[src/rtl/riscv_definitions_pkg.sv]
// ----------------------------------------------------------------------------
// riscv_definitions
//   Shared RV32I core definitions used by the branch predictor.
//   - bhtCnt_e   : 2-bit saturating direction counter states
//   - bpState_e  : predictor table-maintenance states
//   - btbEntry_t : BTB entry view (valid, tag, target, jump) at the core's
//                  default geometry (8-bit tag, 32-bit target)
// ----------------------------------------------------------------------------
package riscv_definitions;

  typedef enum logic [1:0] {
    STRONG_NT = 2'd0,
    WEAK_NT   = 2'd1,
    WEAK_T    = 2'd2,
    STRONG_T  = 2'd3
  } bhtCnt_e;

  typedef enum logic {
    BP_INIT = 1'b0,
    BP_RUN  = 1'b1
  } bpState_e;

  localparam int BTB_TAG_W    = 8;
  localparam int BTB_TARGET_W = 32;

  typedef struct packed {
    logic                    valid;
    logic [BTB_TAG_W-1:0]    tag;
    logic [BTB_TARGET_W-1:0] target;
    logic                    jump;
  } btbEntry_t;

endpackage

[src/rtl/branch_predictor_sat_counter2.sv]
// ----------------------------------------------------------------------------
// sat_counter2
//   Combinational 2-bit saturating counter step.
//   Ports:
//     cnt      in  2  current counter value (bhtCnt_e encoding)
//     inc      in  1  1 = step towards STRONG_T, 0 = step towards STRONG_NT
//     cnt_next out 2  stepped value, held at the end stops
// ----------------------------------------------------------------------------
module sat_counter2
  import riscv_definitions::*;
(
  input  logic [1:0] cnt,
  input  logic       inc,
  output logic [1:0] cnt_next
);

  always_comb begin
    cnt_next = cnt;
    if (inc) begin
      if (cnt != STRONG_T) cnt_next = cnt + 2'd1;
    end else begin
      if (cnt != STRONG_NT) cnt_next = cnt - 2'd1;
    end
  end

endmodule

[src/rtl/branch_predictor.sv]
// ----------------------------------------------------------------------------
// branch_predictor
//   Direct-mapped BTB with 2-bit direction counters for the RV32I core.
//   Gives a zero-latency taken/target prediction for the fetch PC, trains on
//   branches/jumps resolved in EX, and raises a registered one-cycle redirect
//   when the prediction carried down the pipe turns out wrong.
//
//   Optional feature: define BP_STATS_EN to add the stat_cf / stat_mispred
//   event counters (cleared by rst only, wrap at 2**32).
//
//   Ports:
//     clk, rst          clock, synchronous active-high reset
//     bp_flush          one-cycle pulse, invalidates every entry (fence.i)
//     bp_ready          tables initialised, predictions valid
//     pred_pc           fetch PC to look up
//     pred_hit          valid entry with matching tag
//     pred_taken        predicted taken
//     pred_target       predicted target, 0 when not predicted taken
//     upd_*             resolved control-transfer info from EX
//     mispredict        registered one-cycle redirect pulse
//     redirect_pc       correct next PC while mispredict=1
//     stat_cf           (BP_STATS_EN) trained update count
//     stat_mispred      (BP_STATS_EN) mispredict pulse count
// ----------------------------------------------------------------------------
module branch_predictor
  import riscv_definitions::*;
#(
  parameter int DATA_WIDTH = 32,
  parameter int IDX_W      = 6,
  parameter int TAG_W      = 8
)(
  input  logic                  clk,
  input  logic                  rst,
  input  logic                  bp_flush,
  output logic                  bp_ready,
  input  logic [DATA_WIDTH-1:0] pred_pc,
  output logic                  pred_hit,
  output logic                  pred_taken,
  output logic [DATA_WIDTH-1:0] pred_target,
  input  logic                  upd_valid,
  input  logic                  upd_cond,
  input  logic                  upd_uncond,
  input  logic [DATA_WIDTH-1:0] upd_pc,
  input  logic                  upd_taken,
  input  logic [DATA_WIDTH-1:0] upd_target,
  input  logic                  upd_pred_taken,
  input  logic [DATA_WIDTH-1:0] upd_pred_target,
  output logic                  mispredict,
  output logic [DATA_WIDTH-1:0] redirect_pc
`ifdef BP_STATS_EN
  ,
  output logic [31:0]           stat_cf,
  output logic [31:0]           stat_mispred
`endif
);

  localparam int               DEPTH    = 2**IDX_W;
  localparam logic [IDX_W-1:0] IDX_LAST = '1;

  // --------------------------------------------------------------------------
  // State and tables. Only the valid bits need clearing, so they live in
  // flops; tag/target/jump/counter are plain arrays that are never reset.
  // --------------------------------------------------------------------------
  bpState_e              state_reg, state_next;
  logic [IDX_W-1:0]      init_idx_reg, init_idx_next;
  logic [DEPTH-1:0]      valid_reg;
  logic [TAG_W-1:0]      tag_mem    [DEPTH];
  logic [DATA_WIDTH-1:0] target_mem [DEPTH];
  logic                  jump_mem   [DEPTH];
  logic [1:0]            cnt_mem    [DEPTH];

  logic                  mispredict_reg;
  logic [DATA_WIDTH-1:0] redirect_pc_reg;

  logic                  run;
  assign run = (state_reg == BP_RUN);

  // --------------------------------------------------------------------------
  // Init / run FSM
  // --------------------------------------------------------------------------
  always_ff @(posedge clk) begin
    if (rst) begin
      state_reg    <= BP_INIT;
      init_idx_reg <= '0;
    end else begin
      state_reg    <= state_next;
      init_idx_reg <= init_idx_next;
    end
  end

  always_comb begin
    state_next    = state_reg;
    init_idx_next = init_idx_reg;
    case (state_reg)
      BP_INIT: begin
        init_idx_next = init_idx_reg + 1'b1;
        if (init_idx_reg == IDX_LAST) begin
          state_next    = BP_RUN;
          init_idx_next = '0;
        end
      end
      BP_RUN: begin
        if (bp_flush) begin
          state_next    = BP_INIT;
          init_idx_next = '0;
        end
      end
      default: begin
        state_next    = BP_INIT;
        init_idx_next = '0;
      end
    endcase
  end

  assign bp_ready = run;

  // --------------------------------------------------------------------------
  // Lookup (zero latency; sees the table contents before any same-cycle write)
  // --------------------------------------------------------------------------
  logic [IDX_W-1:0] pred_idx;
  logic [TAG_W-1:0] pred_tag;

  assign pred_idx    = pred_pc[IDX_W+1:2];
  assign pred_tag    = pred_pc[IDX_W+TAG_W+1:IDX_W+2];
  assign pred_hit    = run & valid_reg[pred_idx] & (tag_mem[pred_idx] == pred_tag);
  assign pred_taken  = pred_hit & (jump_mem[pred_idx] | cnt_mem[pred_idx][1]);
  assign pred_target = pred_taken ? target_mem[pred_idx] : '0;

  // The low alignment bits and the PC bits above the tag do not take part in
  // the lookup.
  logic unused_pred_bits;
  assign unused_pred_bits = ^{pred_pc[1:0], pred_pc[DATA_WIDTH-1:IDX_W+TAG_W+2]};

  // --------------------------------------------------------------------------
  // Training
  // --------------------------------------------------------------------------
  logic [IDX_W-1:0] upd_idx;
  logic [TAG_W-1:0] upd_tag;
  logic             upd_hit;
  logic             train_en;
  logic             alloc_en;
  logic [1:0]       cnt_upd;

  assign upd_idx  = upd_pc[IDX_W+1:2];
  assign upd_tag  = upd_pc[IDX_W+TAG_W+1:IDX_W+2];
  assign upd_hit  = valid_reg[upd_idx] & (tag_mem[upd_idx] == upd_tag);
  // A flush in the same cycle wins: the update is dropped.
  assign train_en = run & ~bp_flush & upd_valid & (upd_cond | upd_uncond);
  assign alloc_en = train_en & upd_taken & ~upd_hit;

  sat_counter2 u_sat_counter2 (
    .cnt      (cnt_mem[upd_idx]),
    .inc      (upd_taken),
    .cnt_next (cnt_upd)
  );

  always_ff @(posedge clk) begin
    if (!run) begin
      valid_reg[init_idx_reg] <= 1'b0;
    end else if (alloc_en) begin
      valid_reg[upd_idx] <= 1'b1;
    end
  end

  always_ff @(posedge clk) begin
    if (alloc_en) begin
      tag_mem[upd_idx]    <= upd_tag;
      target_mem[upd_idx] <= upd_target;
      jump_mem[upd_idx]   <= upd_uncond;
      cnt_mem[upd_idx]    <= upd_uncond ? STRONG_T : WEAK_T;
    end else if (train_en && upd_hit) begin
      cnt_mem[upd_idx] <= cnt_upd;
      if (upd_taken) target_mem[upd_idx] <= upd_target;
    end
  end

  // --------------------------------------------------------------------------
  // Mispredict detection: evaluated in every state, registered for one cycle.
  // --------------------------------------------------------------------------
  logic                  mispredict_next;
  logic [DATA_WIDTH-1:0] redirect_next;

  assign mispredict_next = upd_valid &
                           ((upd_taken != upd_pred_taken) |
                            (upd_taken & (upd_target != upd_pred_target)));
  assign redirect_next   = upd_taken ? upd_target : upd_pc + DATA_WIDTH'(4);

  always_ff @(posedge clk) begin
    if (rst) begin
      mispredict_reg  <= 1'b0;
      redirect_pc_reg <= '0;
    end else begin
      mispredict_reg <= mispredict_next;
      if (mispredict_next) redirect_pc_reg <= redirect_next;
    end
  end

  assign mispredict  = mispredict_reg;
  assign redirect_pc = redirect_pc_reg;

`ifdef BP_STATS_EN
  // --------------------------------------------------------------------------
  // Event counters: survive bp_flush, cleared only by rst.
  // --------------------------------------------------------------------------
  logic [31:0] stat_cf_reg;
  logic [31:0] stat_mispred_reg;

  always_ff @(posedge clk) begin
    if (rst) begin
      stat_cf_reg      <= '0;
      stat_mispred_reg <= '0;
    end else begin
      if (train_en)       stat_cf_reg      <= stat_cf_reg + 32'd1;
      if (mispredict_reg) stat_mispred_reg <= stat_mispred_reg + 32'd1;
    end
  end

  assign stat_cf      = stat_cf_reg;
  assign stat_mispred = stat_mispred_reg;
`endif

endmodule

[config.mk]
export PLATFORM = sky130hd
export DESIGN_NAME = branch_predictor
export DESIGN_NICKNAME = d
export VERILOG_FILES = /design/src/rtl/riscv_definitions_pkg.sv /design/src/rtl/branch_predictor_sat_counter2.sv /design/src/rtl/branch_predictor.sv
export SDC_FILE = /design/constraint.sdc
export NUM_CORES = 2
export LEC_CHECK = 0
export ABC_AREA = 1
export CAP_MARGIN = 20
export CORE_MARGIN = 2
export CORE_UTILIZATION = 45
export DETAILED_ROUTE_END_ITERATION = 16
export SKIP_CTS_REPAIR_TIMING = 1
export SLEW_MARGIN = 20
export SYNTH_ARGS = -nofsm -noshare
export SYNTH_HDL_FRONTEND = slang
export SYNTH_SLANG_ARGS = --single-unit
[constraint.sdc]
create_clock -name clk -period 5.99 [get_ports clk]
set_input_delay 1.797 -clock clk [delete_from_list [all_inputs] [get_ports clk]]
set_output_delay 1.797 -clock clk [all_outputs]
set_load 0.02 [all_outputs]
==> metrics.csv <==
metric;value;unit
status;finished with violations;
violations in the final reports;negative setup slack;
# setup viols final;33;
area of the multi-input gates;0.0341;mm²
register area share after synthesis;69.4;%
Die W;527;µm
Logic pwr share;7.9;%
Max-slew headroom;25.5;%
register share of total power;49.8;%
area grow syn2layout;18.5;%
CP peak stage delay;0.31;ns
P per Cell Area;303;mW/mm²
Register Area;0.0854;mm²
FMAX;156;MHz
P_int;0.0337;W
Regs by FF count;target_mem: 2048 flops, tag_mem: 512 flops, cnt_mem: 128 flops;
Switching Power;0.0105;W
Worst Skew;0.0435;ns
Post-DP Area;0.135;mm²
crit path DAT;4.63;ns
pin count of the biggest net entering global routing;88;
Final nets;11700;
Sw Ratio;23.7;%
Starting DRT DRC Count;14200;
initial antenna violation count;26;
Buf/Inv on CP;9;
routed length per placed instance;28.7;µm
chip height;527;µm
Synthesized Nets;11200;
Peak supply drop;0.294;mV
FP Rows;191;
Starting Density;45.3;%
Syn Inst Count;11000;
critical path class;input pin to output pin;
hpwl dp;272000;µm
Yosys reg bits;2856;
critical path required time;4.19;ns
Buffers on Ports;185;
Filler cells;22600;
most common cell after layout, fill and taps aside;nand2_1;
total grt overflow;0;
syn_area_per_cell;11.1;µm²
CTS buffer count;306;
Top Ports;204;
fin area;0.146;mm²
Final ANT Viol Nets;0;
full die area;0.277;mm²
Post-synth EDFFs;2816;
Final Hold Fails;0;
DR vias/cell;6.09;
Top reg by flops;target_mem;
clock power share;42.4;%
Root Buffer;clkbuf_16;
H-Tree Depth;5;
total track usage;30.9;%
Core Box Area;0.271;mm²
Ys Warns;0;
period utilisation layout;107;%
layout cells sized above 1;13.2;%
maximum clock insertion buffer count;4;
Startpoint Class;input pin;
Setup TNS;-11.51;ns
gpl congestion;0.930;
CTS sink cnt;2856;
max FFs per register;2048;
final setup margin;-0.437;ns
first-pass GRT wire length;622000;µm
vias in the first global route;87900;
Critical Path, Cell by Cell;buf_8, buf_4, buf_12, buf_12, buf_12, buf_12, a21oi_1, a221o_1, o211ai_1, a21oi_1, o21ai_0, buf_4, nand2_1, nor2_1, buf_4, buf_4;
Distinct cells, synth;50;
Hold Path Class;flop to flop;
max-slew violations;0;
leak pwr;51.6;nW
delay-heaviest family, CP;buffers and inverters;
Crit. End Element;output pin;
mapped cell area;0.123;mm²
clock latency at the later pin of the worst-skew pair;0.92;ns
via count;93900;
CTS tree;done;
Post-Route WL;443000;µm
min Tclk post-route;6.43;ns
slowest CP cell;a221o_1;
RSZ-0062 raised after global routing;yes;
max cap viols;0;
crit path max fanout;15;
Worst-Margin Slew;1.12;ns
asr flop ratio synth;0;%
Worst-path clk slew;0.06;ns
# DRC;0;
most frequent cells in the layout;3,136 x nand2_1, 2,816 x edfxtp_1, 904 x o21ai_0;
first-pass iteration count of the detailed router;8;
Synth Flop Type;edfxtp_1;
==> routing by layer <==
metal	GRT usage (%)	wire length (µm)	up-vias
met5	0	91	-
met4	14.2	22900	14
met3	6.69	52200	983
met2	46.8	196000	5859
met1	42.6	172000	46300
li1	-	-	40700
==> per-stage QoR <==
stage | utilization, % | hold WS (ns) | worst slack (ns) | total power [W] | instances
detailed placement | 49.8 | 0.460 | -0.937 | 0.0257 | 14800
global placement | 49.8 | 0.461 | -0.980 | 0.0257 | 14800
global route | 53.7 | 0.478 | -0.451 | 0.0452 | 15400
finish | 53.7 | 0.463 | -0.437 | 0.0441 | 15400
CTS | 53.4 | 0.469 | -0.946 | 0.0441 | 15400
floorplan | - | 0.494 | 0.353 | 0.0239 | 11000
==> worst min-delay path: stages, from the launching register on <==
cell,delay [ns]
dfxtp_1,0.31
nand2_1,0.06
a21oi_1,0.05
==> logic make-up after synthesis <==
kind of cell,share of synthesized area [%]
AND/OR/NAND/NOR,16.4
flip-flops,69.4
AO/OA/AOI/OAI,10.3
buffers and inverters,3.60
XOR/XNOR,0.221
adder cells (fa/ha/maj),0.0203
==> path summary, 6_finish.rpt <==
check	startpoint	endpoint	slack, ns	cells after the start
setup reg to reg	bp_ready$_SDFF_PP0_	tag_mem[63][3]$_DFFE_PP_	1.96	11
hold / removal	redirect_pc[18]$_SDFFE_PP0P_	redirect_pc[18]$_SDFFE_PP0P_	0.46	2
hold reg to reg	redirect_pc[18]$_SDFFE_PP0P_	redirect_pc[18]$_SDFFE_PP0P_	0.46	2
setup / recovery	pred_pc[3]	pred_target[12]	-0.44	16
==> power by group through the flow <==
stage / clock network (W) / logic (W) / registers (W)
CTS: 0.0188 / 0.00333 / 0.0220
finish: 0.0187 / 0.00348 / 0.0220
global route: 0.0196 / 0.00368 / 0.0220
floorplan: 0 / 0.00154 / 0.0224
global placement: 0 / 0.00327 / 0.0224
detailed placement: 0 / 0.00332 / 0.0224
==> synthesized netlist by cell type (4+ instances only) <==
master | number | share of area (%)
a22oi_1 | 57 | 0.35
xor2_1 | 18 | 0.13
nand3_1 | 863 | 3.5
inv_2 | 8 | 0.024
o21ai_0 | 920 | 3.7
a32o_1 | 44 | 0.36
a311oi_1 | 86 | 0.61
buf_6 | 11 | 0.10
buf_1 | 82 | 0.25
nor3_1 | 119 | 0.48
nor2_1 | 838 | 2.6
a221o_1 | 41 | 0.33
o22ai_1 | 22 | 0.11
clkinv_1 | 4 | 0.012
clkbuf_1 | 382 | 1.2
dfxtp_1 | 40 | 0.65
a221oi_1 | 5 | 0.036
edfxtp_1 | 2816 | 69
buf_4 | 25 | 0.15
a21oi_1 | 534 | 2.2
buf_2 | 283 | 1.2
inv_1 | 242 | 0.74
o21ai_1 | 9 | 0.037
nor4_1 | 7 | 0.036
nand2_1 | 3142 | 9.6
o211ai_1 | 47 | 0.29
o221ai_1 | 255 | 1.8
xnor2_1 | 13 | 0.093
a31oi_1 | 16 | 0.081
o31ai_1 | 7 | 0.043
nand4_1 | 26 | 0.13
a21oi_2 | 36 | 0.26
o311ai_0 | 4 | 0.028
nand3b_1 | 6 | 0.037
==> layout make-up <==
cell class,instances,area share [%]
Inverter,254,0.696
Clock inverter,171,1.20
Sequential cell,2856,58.6
Antenna cell,3,0.00515
Tap cell,3570,3.07
Timing Repair Buffer,1039,7.59
Clock buffer,379,5.49
Multi-Input combinational cell,7138,23.4
Power figures use the tool's default switching activity.
